### src/rtl/count_sum_pkg.sv
// Shared types and line-level constants for the counter-summation serial transmitter.
package count_sum_pkg;

  typedef enum logic [2:0] {
    IDLE,
    START,
    DATA,
    PARITY,
    STOP
  } state_e;

  localparam logic START_BIT  = 1'b1;
  localparam logic STOP_BIT   = 1'b0;
  localparam logic IDLE_LEVEL = 1'b0;

  // Bit counter is one bit wider than needed to index WIDTH bits.
  function automatic int cnt_width(input int width);
    return $clog2(width) + 1;
  endfunction

endpackage

### src/rtl/count_sum_tx_if.sv
// Word handshake plus serial line bundle between a summed-count source and the transmitter.
interface count_sum_tx_if #(
  parameter int WIDTH = 8
);
  logic             in_valid;
  logic             in_ready;
  logic [WIDTH-1:0] in_data;
  logic             tx_d;
  logic             tx_frame;
  logic             tx_done;

  modport master (
    output in_valid, in_data,
    input  in_ready, tx_d, tx_frame, tx_done
  );

  modport slave (
    input  in_valid, in_data,
    output in_ready, tx_d, tx_frame, tx_done
  );
endinterface

### src/rtl/count_sum_piso.sv
// Parallel-in serial-out shift register with direction control and running even parity.
// bit_out shows the next bit to send; par_out holds the XOR of all bits shifted out since load.
module count_sum_piso #(
  parameter int WIDTH     = 8,
  parameter bit LSB_FIRST = 1'b1
) (
  input  logic             clk,
  input  logic             rst_n,
  input  logic             load,
  input  logic             shift,
  input  logic [WIDTH-1:0] load_dat,
  output logic             bit_out,
  output logic             par_out
);

  logic [WIDTH-1:0] sr_q, sr_d;
  logic             par_q, par_d;

  assign bit_out = LSB_FIRST ? sr_q[0] : sr_q[WIDTH-1];
  assign par_out = par_q;

  always_comb begin
    sr_d  = sr_q;
    par_d = par_q;
    if (load) begin
      sr_d  = load_dat;
      par_d = 1'b0;
    end else if (shift) begin
      sr_d  = LSB_FIRST ? (sr_q >> 1) : (sr_q << 1);
      par_d = par_q ^ bit_out;
    end
  end

  always_ff @(posedge clk or negedge rst_n) begin
    if (!rst_n) begin
      sr_q  <= '0;
      par_q <= 1'b0;
    end else begin
      sr_q  <= sr_d;
      par_q <= par_d;
    end
  end

endmodule

### src/rtl/count_sum_tx.sv
// Serialises summed-count words as start / data / optional even parity / stop frames.
// Line outputs are registered from the next state; in_ready is decoded from state only.
module count_sum_tx
  import count_sum_pkg::*;
#(
  parameter int WIDTH     = 8,
  parameter bit LSB_FIRST = 1'b1,
  parameter bit PARITY_EN = 1'b1
) (
  input  logic           clk,
  input  logic           rst_n,
  count_sum_tx_if.slave  bus
);

  localparam int CW = cnt_width(WIDTH);
  localparam logic [CW-1:0] LAST_BIT = CW'(WIDTH - 1);

  state_e        state_q, state_d;
  logic [CW-1:0] cnt_q, cnt_d;
  logic          tx_d_q, tx_d_d;
  logic          tx_frame_q, tx_frame_d;
  logic          tx_done_q, tx_done_d;
  logic          accept, load, shift;
  logic          bit_out, par_out;

  assign bus.in_ready = (state_q == IDLE) || (state_q == STOP);
  assign accept       = bus.in_valid && bus.in_ready;
  assign load         = accept;
  // Shift on every edge that enters or stays in DATA, so bit_out always leads the line by one cycle.
  assign shift        = (state_d == DATA);

  count_sum_piso #(
    .WIDTH     (WIDTH),
    .LSB_FIRST (LSB_FIRST)
  ) u_piso (
    .clk      (clk),
    .rst_n    (rst_n),
    .load     (load),
    .shift    (shift),
    .load_dat (bus.in_data),
    .bit_out  (bit_out),
    .par_out  (par_out)
  );

  always_comb begin
    state_d = state_q;
    cnt_d   = cnt_q;
    case (state_q)
      IDLE:   if (accept) state_d = START;
      START: begin
        state_d = DATA;
        cnt_d   = '0;
      end
      DATA: begin
        if (cnt_q == LAST_BIT) state_d = PARITY_EN ? PARITY : STOP;
        else                   cnt_d   = cnt_q + 1'b1;
      end
      PARITY: state_d = STOP;
      STOP:   state_d = accept ? START : IDLE;
      default: state_d = IDLE;
    endcase
  end

  always_comb begin
    tx_d_d     = IDLE_LEVEL;
    tx_frame_d = (state_d != IDLE);
    tx_done_d  = (state_d == STOP);
    case (state_d)
      START:  tx_d_d = START_BIT;
      DATA:   tx_d_d = bit_out;
      PARITY: tx_d_d = par_out;
      STOP:   tx_d_d = STOP_BIT;
      default: tx_d_d = IDLE_LEVEL;
    endcase
  end

  always_ff @(posedge clk or negedge rst_n) begin
    if (!rst_n) begin
      state_q    <= IDLE;
      cnt_q      <= '0;
      tx_d_q     <= IDLE_LEVEL;
      tx_frame_q <= 1'b0;
      tx_done_q  <= 1'b0;
    end else begin
      state_q    <= state_d;
      cnt_q      <= cnt_d;
      tx_d_q     <= tx_d_d;
      tx_frame_q <= tx_frame_d;
      tx_done_q  <= tx_done_d;
    end
  end

  assign bus.tx_d     = tx_d_q;
  assign bus.tx_frame = tx_frame_q;
  assign bus.tx_done  = tx_done_q;

endmodule

### src/flat_wrapper.sv
// flat-port wrapper written by rule: the top's interface ports become plain ports
module count_sum_tx_flat import count_sum_pkg::*;
#(
  parameter int WIDTH     = 8,
  parameter bit LSB_FIRST = 1'b1,
  parameter bit PARITY_EN = 1'b1
)
  (clk, rst_n, bus_in_valid, bus_in_data, bus_in_ready, bus_tx_d, bus_tx_frame, bus_tx_done);
  count_sum_tx_if #(.WIDTH(WIDTH)) bus_i ();
  input  logic clk;
  input  logic rst_n;
  input wire logic [$bits(bus_i.in_valid)-1:0] bus_in_valid;
  input wire logic [$bits(bus_i.in_data)-1:0] bus_in_data;
  output wire logic [$bits(bus_i.in_ready)-1:0] bus_in_ready;
  output wire logic [$bits(bus_i.tx_d)-1:0] bus_tx_d;
  output wire logic [$bits(bus_i.tx_frame)-1:0] bus_tx_frame;
  output wire logic [$bits(bus_i.tx_done)-1:0] bus_tx_done;
  assign bus_i.in_valid = bus_in_valid;
  assign bus_i.in_data = bus_in_data;
  assign bus_in_ready = bus_i.in_ready;
  assign bus_tx_d = bus_i.tx_d;
  assign bus_tx_frame = bus_i.tx_frame;
  assign bus_tx_done = bus_i.tx_done;
  count_sum_tx #(.WIDTH(WIDTH), .LSB_FIRST(LSB_FIRST), .PARITY_EN(PARITY_EN)) u_core (.clk(clk), .rst_n(rst_n), .bus(bus_i));
endmodule
### config.mk
export PLATFORM = sky130hd
export DESIGN_NAME = count_sum_tx_flat
export DESIGN_NICKNAME = d
export VERILOG_FILES = /design/src/rtl/count_sum_pkg.sv /design/src/rtl/count_sum_tx_if.sv /design/src/rtl/count_sum_piso.sv /design/src/rtl/count_sum_tx.sv /design/src/flat_wrapper.sv
export SDC_FILE = /design/constraint.sdc
export NUM_CORES = 1
export LEC_CHECK = 0
export CAP_MARGIN = 20
export CORE_MARGIN = 2
export CORE_UTILIZATION = 51
export CTS_CLUSTER_DIAMETER = 150
export CTS_CLUSTER_SIZE = 10
export DETAILED_ROUTE_END_ITERATION = 12
export PLACE_DENSITY = 0.73
export SLEW_MARGIN = 20
export SYNTH_ARGS = -nofsm -noshare
export SYNTH_HDL_FRONTEND = slang
export SYNTH_HIERARCHICAL = 1
export SYNTH_SLANG_ARGS = --single-unit
### constraint.sdc
create_clock -name clk -period 1.7 [get_ports clk]
set_clock_uncertainty 0.05 [all_clocks]
set_input_delay 0.255 -clock clk [delete_from_list [all_inputs] [get_ports clk]]
set_output_delay 0.255 -clock clk [all_outputs]
set_load 0.02 [all_outputs]
==> results.py, run 1 <==
metrics = {
    "synthesis": {
        "synth-seq-cells": 19,
        "yosys_warnings": 6,
        "synth_area_um2": 973,
        "async_flop_share": 1.00,
        "syn_nets": 103,
        "synth_top_area_share": 0.488,
        "synth_cell_types": 35,
        "synth.avg_cell_area_um2": 10.7,
        "netlist_instances": 91,
        "synthTopCellsByArea": "dfrtp_1 (49%), mux2i_1 (7.2%), nand2_1 (3.9%), o21ai_1 (3.6%), buf_6 (3.5%)",
        "yosys.area.top_type": "dfrtp_1",
        "synth-edff-count": 0,
        "synth-main-ff-cell": "dfrtp_1",
        "yosysSeqAreaShare": 0.488,
    },
    "critical_path": {
        "worstPathCellList": "ha_2, nand3b_4, nand3b_1, a21oi_2, buf_2, mux2i_1, o21ai_1",
        "crit_family": "flip-flops",
        "rr_endpoint": "u_core/u_piso/sr_q[1]",
        "crit_end": "u_core/u_piso/sr_q[1]",
        "cp_slowest_stage_delay_ns": 0.42,
        "worstSetupEndpointType": "register",
        "rr_startpoint": "u_core/cnt_q[1]",
        "reg2reg_depth": 7,
        "path_buf_inv": 1,
        "crit_cells": 7,
        "cpMaxStageDelayCell": "dfrtp_1",
        "crit_arrival_ns": 1.71,
        "crit_type": "reg2reg",
        "startpoint": "u_core/cnt_q[1]",
        "r2r_slack_ns": 0.13,
        "crit_required_ns": 1.84,
        "path_max_fanout": 5,
        "critPathLaunchType": "register",
    },
    "cells_and_area": {
        "antenna_cells": 0,
        "final_cell_mix": "dfrtp_1 (19), clkdlybuf4s50_1 (13), nand2_1 (10)",
        "final_nets": 127,
        "final_common_cell": "dfrtp_1",
        "syn2layout_area_growth_pct": 24.8,
        "drive_gt1_frac": 0.167,
    },
    "cts": {
        "cts_tree": "yes",
        "clk_pin_slew_ns": 0.11,
        "numCtsBuffers": 3,
        "clkLatencyLatePin_ns": 0.29,
        "cts-root-buf": "clkbuf_4",
        "cts_sinks": 19,
        "htree_num_levels": 1,
        "clock_path_buffers": 2,
    },
    "floorplanning": {
        "die_h_um": 47.7,
        "pin_count": 15,
        "rows": 15,
        "dieArea_um2": 2270,
        "die_w_um": 47.7,
        "core_um2": 1760,
        "start_util": 0.552,
    },
    "timing": {
        "final_max_slew_viol_count": 0,
        "tns_ns": 0,
        "min_period_ns": 1.57,
        "worst_pin_slew_ns": 0.378,
        "fmax_ghz": 0.635,
        "fin_crit_sh": 0.926,
        "finalSetupViolCount": 0,
        "slew_headroom": 0.748,
        "hold_ws_ns": 0.233,
        "finalHoldViolCount": 0,
        "rsz0062_at_grt": "false",
    },
    "run_status": {
        "status": "finished clean",
    },
    "detailed_routing": {
        "postRouteWirelength_um": 1860,
        "vias": 747,
        "drc": 0,
        "drt_first_pass_iters": 4,
        "ant_nets": 0,
        "via_per_inst": 5.37,
        "post_drt_wl_per_cell_um": 13.4,
        "detail_route.iter0.violations": 16,
    },
    "power_and_ir_drop": {
        "p_leak_nw": 0.576,
        "p_per_area_nw_per_um2": 1670,
        "power.total_w": 0.00203,
        "vdd_drop_max_uv": 1030,
    },
    "global_route": {
        "antenna_found_initial": 0,
        "grt_pass1_vias": 688,
        "grt_pass1_wl_um": 2990,
        "overflow": 0,
        "grt_max_degree": 20,
        "track_usage": 0.192,
    },
    "min_path": {
        "hold_path.class": "in2async",
    },
    "placed_design": {
        "hpwl_um": 1330,
        "gp_congestion": 0.850,
        "portBuffers": 14,
    },
    "run": {
        "maxCapViolCount": 0,
    },
}
==> cells in the mapped netlist (2+ instances only) <==
| library cell | instances |
|---|---|
| inv_1 | 2 |
| o21ai_0 | 3 |
| mux2i_1 | 7 |
| nand3b_1 | 2 |
| o21ai_1 | 7 |
| a21o_1 | 2 |
| a21oi_1 | 4 |
| nor2_1 | 6 |
| buf_6 | 3 |
| dfrtp_1 | 19 |
| nand2_1 | 10 |
| nand2b_1 | 3 |
==> state kept, by name, summed over array words and instances, names as in the netlist <==
register and count:
u_core/cnt_q 4, u_core/bus.tx_frame 1, u_core/state_q 3, u_core/bus.tx_done 1
u_core/u_piso/par_out 1, u_core/bus.tx_d 1, u_core/u_piso/sr_q 8
==> layer usage <==
layer / part of all wire / wire, um / vias up / global-route usage
met3: 0.043 / 80 / 2 / 0.0453
met4: 0.0070 / 13 / 0 / 0.0865
met5: 0 / 0 / - / 0
met2: 0.46 / 858 / 17 / 0.296
li1: - / - / 372 / -
met1: 0.49 / 909 / 356 / 0.255
==> cells by family (layout without fill, tap and decap cells) <==
kind of cell | Yosys count | after routing | share of synthesized area
AOI/OAI and AO/OA | 24 | 24 | 0.159
adders and majority gates | 1 | 1 | 0.0129
muxes | 7 | 7 | 0.0720
buffers and inverters | 7 | 30 | 0.0553
xor gates and xnor gates | 1 | 1 | 0.00900
DFF | 19 | 19 | 0.488
and+or+nand+nor | 32 | 32 | 0.203
==> layout make-up <==
| type | count | area, um^2 |
|---|---|---|
| inverters | 2 | 7.51 |
| repair buffers | 24 | 224 |
| well taps | 25 | 31.3 |
| fillers | 164 | 549 |
| clock buffers | 4 | 26.3 |
| flip-flops and latches | 19 | 475 |
| multi-input cells | 65 | 450 |
==> how the worst min path moves through the flow <==
stage                          start               endpoint  slack (ns)
6_report                       rst_n      u_core/state_q[1]        0.23
5_1_grt                        rst_n      u_core/state_q[1]        0.26
4_1_cts                        rst_n      u_core/state_q[2]        0.24
3_5_place_dp   u_core/u_piso/sr_q[4]  u_core/u_piso/sr_q[3]        0.50
3_3_place_gp         u_core/cnt_q[1]        u_core/cnt_q[1]        0.47
2_1_floorplan                  rst_n        u_core/bus.tx_d       -0.09
==> power breakdown <==
part | leakage [nW] | internal, W | switching [W]
combinational | 0.319 | 0.000533 | 0.000507
clock | 0.0150 | 0.0000911 | 0.000133
sequential | 0.242 | 0.000637 | 0.000133
total | 0.576 | 0.00126 | 0.000773
==> worst reg2reg max path, stage by stage (launching register included) <==
cell and delay [ns]:
dfrtp_1 0.42, ha_2 0.21, nand3b_4 0.08, nand3b_1 0.09, a21oi_2 0.16, buf_2 0.19
mux2i_1 0.20, o21ai_1 0.07
==> what timing repair did <==
action / CTS / global route
setup endpoints to repair: 1 / 8
gates cloned: 0 / 1
hold buffers: 0 / 0
resized for setup: 1 / 3
setup buffers: 0 / 1
==> stage by stage <==
| stage | cell area (um^2) | setup slack, ns | utilization | cells |
|---|---|---|---|---|
| floorplan | 973 | 0.0807 | - | 91 |
| finish | 1210 | 0.125 | 0.689 | 139 |
| detailed placement | 1170 | 0.0981 | 0.664 | 133 |
| global placement | 1170 | 0.126 | 0.664 | 133 |
| global route | 1210 | 0.0120 | 0.689 | 139 |
| CTS | 1200 | 0.0798 | 0.678 | 137 |
(Power assumes the default switching activity.)
==> inputs of run 2 (changes only) <==
--- a/config.mk
+++ b/config.mk
@@ -11,6 +11,7 @@
 export CTS_CLUSTER_DIAMETER = 150
 export CTS_CLUSTER_SIZE = 10
 export DETAILED_ROUTE_END_ITERATION = 12
+export GPL_ROUTABILITY_DRIVEN = 0
 export PLACE_DENSITY = 0.73
 export SLEW_MARGIN = 20
 export SYNTH_ARGS = -nofsm -noshare
==> results of run 2 <==
Final layout, timing and power as in run 1 (identical DEF).
